File: src/rtl/mem_side_pkg.sv
// Shared types and line geometry for the memory-side sequencer.
package mem_side_pkg;

    typedef enum logic [1:0] {
        IDLE    = 2'd0,
        ST      = 2'd1,
        LD      = 2'd2,
        LD_LAST = 2'd3
    } state_t;

    localparam int LINE_WORDS     = 4;
    localparam int OFFSET_W       = 2;
    localparam int LINE_BYTE_BITS = 4;

endpackage

File: src/rtl/req_latch.sv
// One-deep pending request register: captures on trigger when not busy, otherwise drops and flags overrun.
// Latency: pending visible one cycle after the trigger edge; no backpressure, overrun is sticky until reset.
module req_latch #(
    parameter int W = 1
) (
    input  logic         clk,
    input  logic         rst_n,
    input  logic         trig,
    input  logic         busy,
    input  logic         clr,
    input  logic [W-1:0] din,
    output logic         pend,
    output logic [W-1:0] dat,
    output logic         overrun,
    output logic         accept
);

    assign accept = trig & ~busy;

    always_ff @(posedge clk) begin
        if (!rst_n) begin
            pend    <= 1'b0;
            dat     <= '0;
            overrun <= 1'b0;
        end else begin
            if (accept) begin
                pend <= 1'b1;
                dat  <= din;
            end else if (clr) begin
                pend <= 1'b0;
            end
            if (trig && busy) begin
                overrun <= 1'b1;
            end
        end
    end

endmodule

File: src/rtl/mem_side_sequencer.sv
// Sequences write-buffer drains and 4-word line fills onto one memory port; stores win over loads.
// Latency: request on the port the cycle after the trigger; each mem_ack wait state stretches the beat by one cycle.
module mem_side_sequencer
    import mem_side_pkg::*;
#(
    parameter int ADDR_W     = 32,
    parameter int DATA_W     = 32,
    parameter int LINE_WORDS = 4
) (
    input  logic                sysclk,
    input  logic                nRESET,
    input  logic                Store_Trigger,
    input  logic [DATA_W-1:0]   write_buffer_data,
    input  logic [ADDR_W-1:0]   write_buffer_addr,
    input  logic                write_buffer_is_byte,
    input  logic                Load_Trigger,
    input  logic [ADDR_W-1:0]   load_addr,
    output logic                st_busy,
    output logic                ld_busy,
    output logic                load_from_mem_req,
    output logic [DATA_W-1:0]   load_from_mem_data,
    output logic [OFFSET_W-1:0] load_from_mem_offset,
    output logic                store_overrun,
    output logic                mem_req,
    output logic                mem_we,
    output logic                mem_byte,
    output logic [ADDR_W-1:0]   mem_addr,
    output logic [DATA_W-1:0]   mem_wdata,
    input  logic [DATA_W-1:0]   mem_rdata,
    input  logic                mem_ack
);

    localparam int ST_W  = ADDR_W + DATA_W + 1;
    localparam int LDA_W = ADDR_W - LINE_BYTE_BITS;
    localparam logic [OFFSET_W-1:0] LAST_BEAT = OFFSET_W'(LINE_WORDS - 1);

    state_t              state;
    state_t              state_nxt;
    logic [OFFSET_W-1:0] beat;

    logic             st_pend, st_acc, st_ovr, st_clr;
    logic [ST_W-1:0]  st_dat;
    logic             ld_pend, ld_acc, ld_ovr, ld_clr;
    logic [LDA_W-1:0] ld_line;
    logic             ack_ld;
    logic             unused_lo_bits;

    // Fills always start at word 0, so the miss word offset is irrelevant.
    assign unused_lo_bits = ^load_addr[LINE_BYTE_BITS-1:0];

    assign st_busy = st_pend | (state == ST);
    assign ld_busy = ld_pend | (state == LD) | (state == LD_LAST);
    assign st_clr  = (state == ST) & mem_ack;
    assign ld_clr  = (state == LD_LAST);
    assign ack_ld  = (state == LD) & mem_ack;

    assign store_overrun = st_ovr | ld_ovr;

    req_latch #(.W(ST_W)) u_st_latch (
        .clk     (sysclk),
        .rst_n   (nRESET),
        .trig    (Store_Trigger),
        .busy    (st_busy),
        .clr     (st_clr),
        .din     ({write_buffer_is_byte, write_buffer_addr, write_buffer_data}),
        .pend    (st_pend),
        .dat     (st_dat),
        .overrun (st_ovr),
        .accept  (st_acc)
    );

    req_latch #(.W(LDA_W)) u_ld_latch (
        .clk     (sysclk),
        .rst_n   (nRESET),
        .trig    (Load_Trigger),
        .busy    (ld_busy),
        .clr     (ld_clr),
        .din     (load_addr[ADDR_W-1:LINE_BYTE_BITS]),
        .pend    (ld_pend),
        .dat     (ld_line),
        .overrun (ld_ovr),
        .accept  (ld_acc)
    );

    always_comb begin
        state_nxt = state;
        mem_req   = 1'b0;
        mem_we    = 1'b0;
        mem_byte  = 1'b0;
        mem_addr  = '0;
        mem_wdata = '0;
        case (state)
            IDLE: begin
                // Accepted triggers are looked at directly so the port starts the next cycle.
                if (st_pend || st_acc) begin
                    state_nxt = ST;
                end else if (ld_pend || ld_acc) begin
                    state_nxt = LD;
                end
            end
            ST: begin
                mem_req   = 1'b1;
                mem_we    = 1'b1;
                mem_byte  = st_dat[ST_W-1];
                mem_addr  = st_dat[DATA_W +: ADDR_W];
                mem_wdata = st_dat[DATA_W-1:0];
                if (mem_ack) begin
                    state_nxt = IDLE;
                end
            end
            LD: begin
                mem_req  = 1'b1;
                mem_addr = {ld_line, beat, 2'b00};
                if (mem_ack && (beat == LAST_BEAT)) begin
                    state_nxt = LD_LAST;
                end
            end
            LD_LAST: begin
                state_nxt = IDLE;
            end
            default: begin
                state_nxt = IDLE;
            end
        endcase
    end

    always_ff @(posedge sysclk) begin
        if (!nRESET) begin
            state                <= IDLE;
            beat                 <= '0;
            load_from_mem_req    <= 1'b0;
            load_from_mem_data   <= '0;
            load_from_mem_offset <= '0;
        end else begin
            state             <= state_nxt;
            load_from_mem_req <= ack_ld;
            if (ack_ld) begin
                load_from_mem_data   <= mem_rdata;
                load_from_mem_offset <= beat;
                if (beat != LAST_BEAT) begin
                    beat <= beat + 1'b1;
                end
            end
            if ((state == IDLE) && (state_nxt == LD)) begin
                beat <= '0;
            end
        end
    end

endmodule

File: config.mk
export PLATFORM = sky130hd
export DESIGN_NAME = mem_side_sequencer
export DESIGN_NICKNAME = d
export VERILOG_FILES = /design/src/rtl/mem_side_pkg.sv /design/src/rtl/req_latch.sv /design/src/rtl/mem_side_sequencer.sv
export SDC_FILE = /design/constraint.sdc
export NUM_CORES = 1
export LEC_CHECK = 0
export ABC_AREA = 0
export CORE_ASPECT_RATIO = 0.8
export CORE_UTILIZATION = 48
export CTS_CLUSTER_SIZE = 14
export DETAILED_ROUTE_END_ITERATION = 12
export PLACE_DENSITY_LB_ADDON = 0.12
export REMOVE_ABC_BUFFERS = 1
export SKIP_CTS_REPAIR_TIMING = 1
export SLEW_MARGIN = 40
export SYNTH_ARGS = -nofsm -noshare
export SYNTH_HDL_FRONTEND = slang
export SYNTH_HIERARCHICAL = 1
export SYNTH_SLANG_ARGS = --single-unit
File: constraint.sdc
create_clock -name sysclk -period 3.44 [get_ports sysclk]
set_input_delay 0.688 -clock sysclk [delete_from_list [all_inputs] [get_ports sysclk]]
set_output_delay 0.688 -clock sysclk [all_outputs]
set_load 0.1 [all_outputs]
==> results of run 1 <==
==> flip-flops by register name (all words and copies together), names as in the netlist, 2 cells and up <==
register              count
load_from_mem_data       32
load_from_mem_offset      2
u_st_latch/dat           65
u_ld_latch/dat           28
state                     2
beat                      2
==> power breakdown <==
part	leakage, nW	total [W]	internal [W]	switching (W)
logic	2.39	0.00269	0.000876	0.00181
registers	1.11	0.00195	0.00182	0.000131
clock network	0.324	0.00208	0.00141	0.000666
total	3.82	0.00672	0.00411	0.00261
==> cell usage after synthesis, types with 2 or more instances <==
master | instances | area [um2]
buf_2 | 17 | 85.08
nor2b_4 | 2 | 27.53
and2_1 | 37 | 231.5
nor2b_1 | 35 | 219.0
buf_12 | 3 | 60.06
dfxtp_1 | 136 | 2723
inv_1 | 2 | 7.510
and3_1 | 3 | 18.77
clkbuf_1 | 20 | 75.07
buf_6 | 7 | 78.83
o21a_1 | 2 | 15.01
mux2i_1 | 93 | 930.9
a21oi_1 | 2 | 10.01
buf_4 | 11 | 82.58
ha_1 | 6 | 75.07
nand2_1 | 254 | 953.4
a21boi_1 | 34 | 255.2
a22oi_1 | 30 | 225.2
==> worst min-delay path, stage by stage (launching register included) <==
cell and delay [ps]:
dfxtp_1 300, nand2_1 50, a21boi_1 50
==> final cells by class <==
cell class | instances | area, um2
flip-flops and latches | 136 | 2723
fillers | 890 | 3152
clock inverters | 12 | 220.2
well taps | 171 | 214.0
repair buffers | 246 | 2506
clock buffers | 20 | 466.7
inverters | 2 | 7.507
multi-input cells | 514 | 3098
==> how the worst max path moves through the flow <==
stage,startpoint,end,slack (ps),cells after the start
4_1_cts,state[1],mem_addr[21],290,6
3_3_place_gp,state[1],mem_addr[24],810,6
2_1_floorplan,state[1],beat[0],-1120,8
3_5_place_dp,state[1],mem_addr[21],740,6
6_report,state[1],mem_addr[21],300,6
5_1_grt,state[1],mem_addr[21],120,6
==> kinds of logic after synthesis <==
| kind of cell | count (synthesis) |
|---|---|
| simple gates | 339 |
| buf+inv | 60 |
| fa+ha+maj | 6 |
| flops | 136 |
| mux | 94 |
| xor+xnor | 1 |
| compound gates | 74 |
==> cell usage in the layout (no fill, tap or decap), types with 2 or more instances in the layout <==
| cell type | instances |
|---|---|
| a22oi_1 | 30 |
| buf_2 | 36 |
| nor2b_1 | 35 |
| a21boi_1 | 34 |
| buf_12 | 34 |
| and3_1 | 3 |
| ha_1 | 5 |
| clkinv_2 | 2 |
| inv_1 | 2 |
| clkdlybuf4s50_1 | 128 |
| clkinvlp_4 | 4 |
| clkbuf_16 | 17 |
| bufinv_16 | 6 |
| dfxtp_1 | 136 |
| clkbuf_8 | 3 |
| and2_1 | 37 |
| mux2i_1 | 93 |
| buf_4 | 47 |
| nand2_1 | 254 |
| nor2b_4 | 2 |
| a21oi_1 | 2 |
| o21a_1 | 2 |
==> through the flow <==
| step | hold slack, ps | setup WS, ps | utilization (%) | instances |
|---|---|---|---|---|
| floorplan | 430.1 | -1120 | - | 652 |
| global placement | 437.5 | 806.3 | 70.46 | 1069 |
| detailed placement | 444.1 | 741.6 | 69.01 | 1069 |
| CTS | 452.1 | 290.0 | 74.56 | 1101 |
| global route | 465.0 | 123.2 | 74.56 | 1101 |
| finish | 449.1 | 298.2 | 74.56 | 1101 |
==> metal layers <==
metal  vias up  track usage (%)  routed length [um]
met4         0            12.35                 485
met3        36            7.231                1061
met1      2576            28.31                6860
met5         -                0                   0
li1       2725                -                   -
met2       169            41.82                8103
==> results.md, run 1 <==
* CTS clk-pin slew, worst paths at 50 ps
* GRT overflow at 0
* I/O pin count at 239
* Tot Pwr at 0.006716 W
* Cell count after synthesis at 710
* Worst setup SP type: register
* Worst Path Buf+Inv at 3
* Setup TNS at 0 ps
* Synth unique cells at 34
* Combinational family with the most area after synthesis: simple AND/OR/NAND/NOR gates
* Final Skew at 6.971 ps
* Layout cells sized above 1 at 16.99%
* Status: finished, final reports clean
* Die Area at 13,390 um2
* Synth warn at 6
* Crit. End Element: output pin
* Crit Path Class: reg2out
* Crit path max-delay family: buffers and inverters
* Post-synthesis cell area at 6207 um2
* DR WL/cell at 15.00 um
* # diodes at 0
* Post-Synth Adder-Cell Area at 1.209%
* Crit-path cells: inv_1 -> ha_2 -> buf_4 -> a22oi_1 -> nor2b_1 -> buf_12
* DP Area at 8548 um2
* CP Data Required Time at 2750 ps
* Max-cap violations at 0
* Reg2reg start: state[1]
* Mapped Avg Cell Area at 8.743 um2
* Slew Limit Headroom at 54.25%
* Reg-to-reg endpoint: beat[1]
* Compound-Gate Fraction of Synth Area at 9.051%
* Number of DRC markers in iteration 0 at 211
* Largest net degree at the start of global routing at 103
* Die Wd at 129.1 um
* Type of the worst min-delay path: reg2reg
* Post-DRT Antenna Nets at 0
* Count of final max-slew check failures at 0
* Area grow syn2layout at 48.78%
* Critical Path Fanout Max at 29
* Vias in the first global route at 5,547
* Drt via density at 5.001
* GRT Total Usage at 24.80%
* Simple-gate area share of the yosys netlist at 24.23%
* Worst VDD drop at 0.0005116 V
* DRT Wirelength at 16.51 mm
* Clock Latency Late Sink at 410 ps
* Initial Util at 50.11%
* Drt pass-1 iters at 5
* Ys async rst share at 0%
* CP max-delay cell: ha_2
* Hold depth at 2
* Post-synthesis mux area share at 15.24%
* Num CTS Buffers at 17
* Nets at 1,057
* Clk sink count at 136
* Final Cycle Share at 91.33%
* Unrepaired setup endpoints after global routing: false
* CP Data Arrival Time at 2450 ps
* Port bufs at 234
* Core area at 12,390 um2
* Hold Path Origin: load_from_mem_data[29]
* Dpl hpwl at 11.24 mm
* Worst-margin pin slew at 686.2 ps
* CTS max path bufs at 2
* H-tree depth at 4
* Drc violations at 0
* CTS tree: yes
* PwrDens at 727.3 nW/um2
* R2R Setup Slk at 930 ps
* # setup viols final at 0
* Row Count at 36
* Seq/Total Area, Yosys at 43.86%
* Final hold vios at 0
* Antenna violations before repair at 0
* Die Ht at 103.7 um
* Largest stage delay, worst path at 610 ps
* Post-Synth XOR/XNOR Area at 0.1411%
* R2R depth at 8
* Vias at 5,506
* Post-layout min period at 3142 ps
* Ys flop type: dfxtp_1
* Synthesis-stage register bit count at 136
* Worst Hold Path EP: load_from_mem_data[29]
* Final Instance Area at 9235 um2
* Gpl congestion at 0.7449
* Pleak at 3.824 nW
* Post-synth EDFFs at 0
* First-pass GRT wire length at 26.27 mm
* Root Driver: clkbuf_16
* Max Fclk at 0.3183 GHz
(Power assumes the default switching activity.)
==> run 2: changes to the inputs <==
- CAP_MARGIN: not set -> 20
==> results of run 2 <==
Final layout, timing and power as in run 1 (identical DEF).
==> run 3: changes to the inputs <==
- CORE_ASPECT_RATIO: 0.8 -> 0.7
- SLEW_MARGIN: 40 -> not set
==> run 3 against run 2 <==
  * Final cell count is 0.82% lower
  * Final area rose by 1.4%
  * Maximum frequency rose by 2.0%
  * Via count barely moved
  * Sequential cell count unchanged
  * Die area is essentially flat
  * Power shrank 0.79%
  * Sequential share of layout area shrank 0.39 points
  * Register-to-register slack worse by 140 ps
  * Combinational power grew 1%
  * First-iteration DRC count grew 20%
  * Critical path depth decreased by 1
  * Largest power group unchanged
==> results.md, run 3 (synthesis results as in run 1) <==
* Top reg by flops: u_st_latch/dat
* Clk sink count at 136 (unchanged)
* First-pass GRT wire length at 26.35 mm (+0.32%)
* I/O pin count at 239 (unchanged)
* Max reg flops at 65 (unchanged)
* Commonest non-fill, non-tap cell in the layout: nand2_1
* Max Fclk at 0.3247 GHz (+2.0%)
* Area grow syn2layout at 50.80%
* CP Data Required Time at 2750 ps (about the same)
* CTS tree: yes
* Largest regs: u_st_latch/dat (65), load_from_mem_data (32), u_ld_latch/dat (28)
* Antenna violations before repair at 0 (unchanged)
* Die Area at 13,400 um2 (about the same)
* Crit. End Element: output pin
* DP Area at 8720 um2 (+2.0%)
* # setup viols final at 0 (unchanged)
* Count of final max-slew check failures at 0 (unchanged)
* Slew Limit Headroom at 33.67% (-21 points)
* Final Instance Area at 9360 um2 (+1.4%)
* Worst VDD drop at 0.0008700 V (+70%)
* # diodes at 0 (unchanged)
* Dpl hpwl at 11.24 mm (about the same)
* Critical Path Fanout Max at 13 (-55%)
* Largest net degree at the start of global routing at 86 (-17%)
* Core area at 12,510 um2 (+0.97%)
* Row Count at 34 (-5.6%)
* DR WL/cell at 15.09 um (+0.65%)
* Worst Setup SP: state[0]
* Die Wd at 137.9 um (+6.8%)
* CP max-delay cell: or3_1
* Final hold vios at 0 (unchanged)
* CP Data Arrival Time at 2390 ps (-60 ps)
* Crit Path Class: reg2out
* Crit-path cells: inv_1 -> ha_1 -> buf_4 -> or3_1 -> buf_12
* CTS max path bufs at 2 (unchanged)
* CTS clk-pin slew, worst paths at 60 ps (about the same)
* Worst-margin pin slew at 991.8 ps (+305.6 ps)
* Drt via density at 5.041 (+0.81%)
* Most frequent cells in the layout: nand2_1 (254), clkdlybuf4s50_1 (164), dfxtp_1 (136)
* Worst setup SP type: register
* Vias at 5,505 (-0.018%)
* GRT overflow at 0 (unchanged)
* Number of DRC markers in iteration 0 at 254 (+20%)
* Final Skew at 13.70 ps (+6.731 ps)
* DRT Wirelength at 16.48 mm (-0.18%)
* Vias in the first global route at 5,472 (-1.4%)
* Hold Path Origin: load_from_mem_data[5]
* Drt pass-1 iters at 5 (unchanged)
* Nets at 1,059 (+0.19%)
* Max-cap violations at 0 (unchanged)
* Final Cycle Share at 89.53% (-1.8 points)
* Clock Latency Late Sink at 410 ps (about the same)
* GRT Total Usage at 25.08% (+0.28 points)
* Largest stage delay, worst path at 500 ps (-110 ps)
* PwrDens at 711.9 nW/um2 (-2.1%)
* Initial Util at 49.63% (-0.48 points)
* Reg2reg start: state[0]
* Post-layout min period at 3080 ps (-61.77 ps)
* Unrepaired setup endpoints after global routing: false
* Port bufs at 234 (unchanged)
* Num CTS Buffers at 17 (unchanged)
* Layout cells sized above 1 at 13.12% (-3.9 points)
* Root Driver: clkbuf_16
* H-tree depth at 4 (unchanged)
* Post-DRT Antenna Nets at 0 (unchanged)
* Pleak at 3.739 nW (-2.2%)
* Setup TNS at 0 ps (unchanged)
* Drc violations at 0 (unchanged)
* Type of the worst min-delay path: reg2reg
* Gpl congestion at 0.7854 (+5.4%)
* Die Ht at 97.15 um (-6.3%)
* Status: finished, final reports clean
run 3: worst paths after layout:
| path | cells after the start | to | slack [ps] |
|---|---|---|---|
| max | 5 | ld_busy | 360 |
| min | 2 | load_from_mem_data[5] | 450 |
| max reg2reg | 7 | u_ld_latch/dat[0] | 790 |
| min reg2reg | 2 | load_from_mem_data[5] | 450 |
run 3: metal layers:
metal,global-route usage (%),share of wire [%]
met1,28.86,43
met2,42.35,47
met4,9.532,2.4
met5,0,0
met3,8.659,7.9
run 3: worst max-delay path, delay by kind of cell, from the launching register on:
family        cells  cell delay (ps)
buf+inv           3              640
simple gates      1              500
flops             1              420
fa+ha+maj         1              420
run 3: through the flow:
stage	total power [W]	hold WS [ps]	cells	util, %	setup WS [ps]
floorplan	0.003855	430.1	652	-	-1120
global placement	0.004643	437.8	1062	69.72	872.7
detailed placement	0.004711	445.0	1062	69.72	783.0
CTS	0.006702	453.0	1092	74.84	338.0
global route	0.006929	467.0	1092	74.84	251.8
finish	0.006663	452.6	1092	74.84	360.0
run 3: area by class of cell:
| class | instances | area (um2) |
|---|---|---|
| fill | 899 | 3147 |
| multi-input combinational | 514 | 3098 |
| sequential | 136 | 2723 |
| timing repair buffer | 248 | 2689 |
| clock buffer | 18 | 439.2 |
| tap | 162 | 202.7 |
| clock inverter | 12 | 201.4 |
| inverter | 2 | 7.507 |
run 3: power breakdown:
| group | internal [W] | switching, W | total (W) |
|---|---|---|---|
| registers | 0.00182 | 0.000130 | 0.00195 |
| clock network | 0.00130 | 0.000683 | 0.00198 |
| logic | 0.000912 | 0.00182 | 0.00273 |
| total | 0.00403 | 0.00264 | 0.00666 |
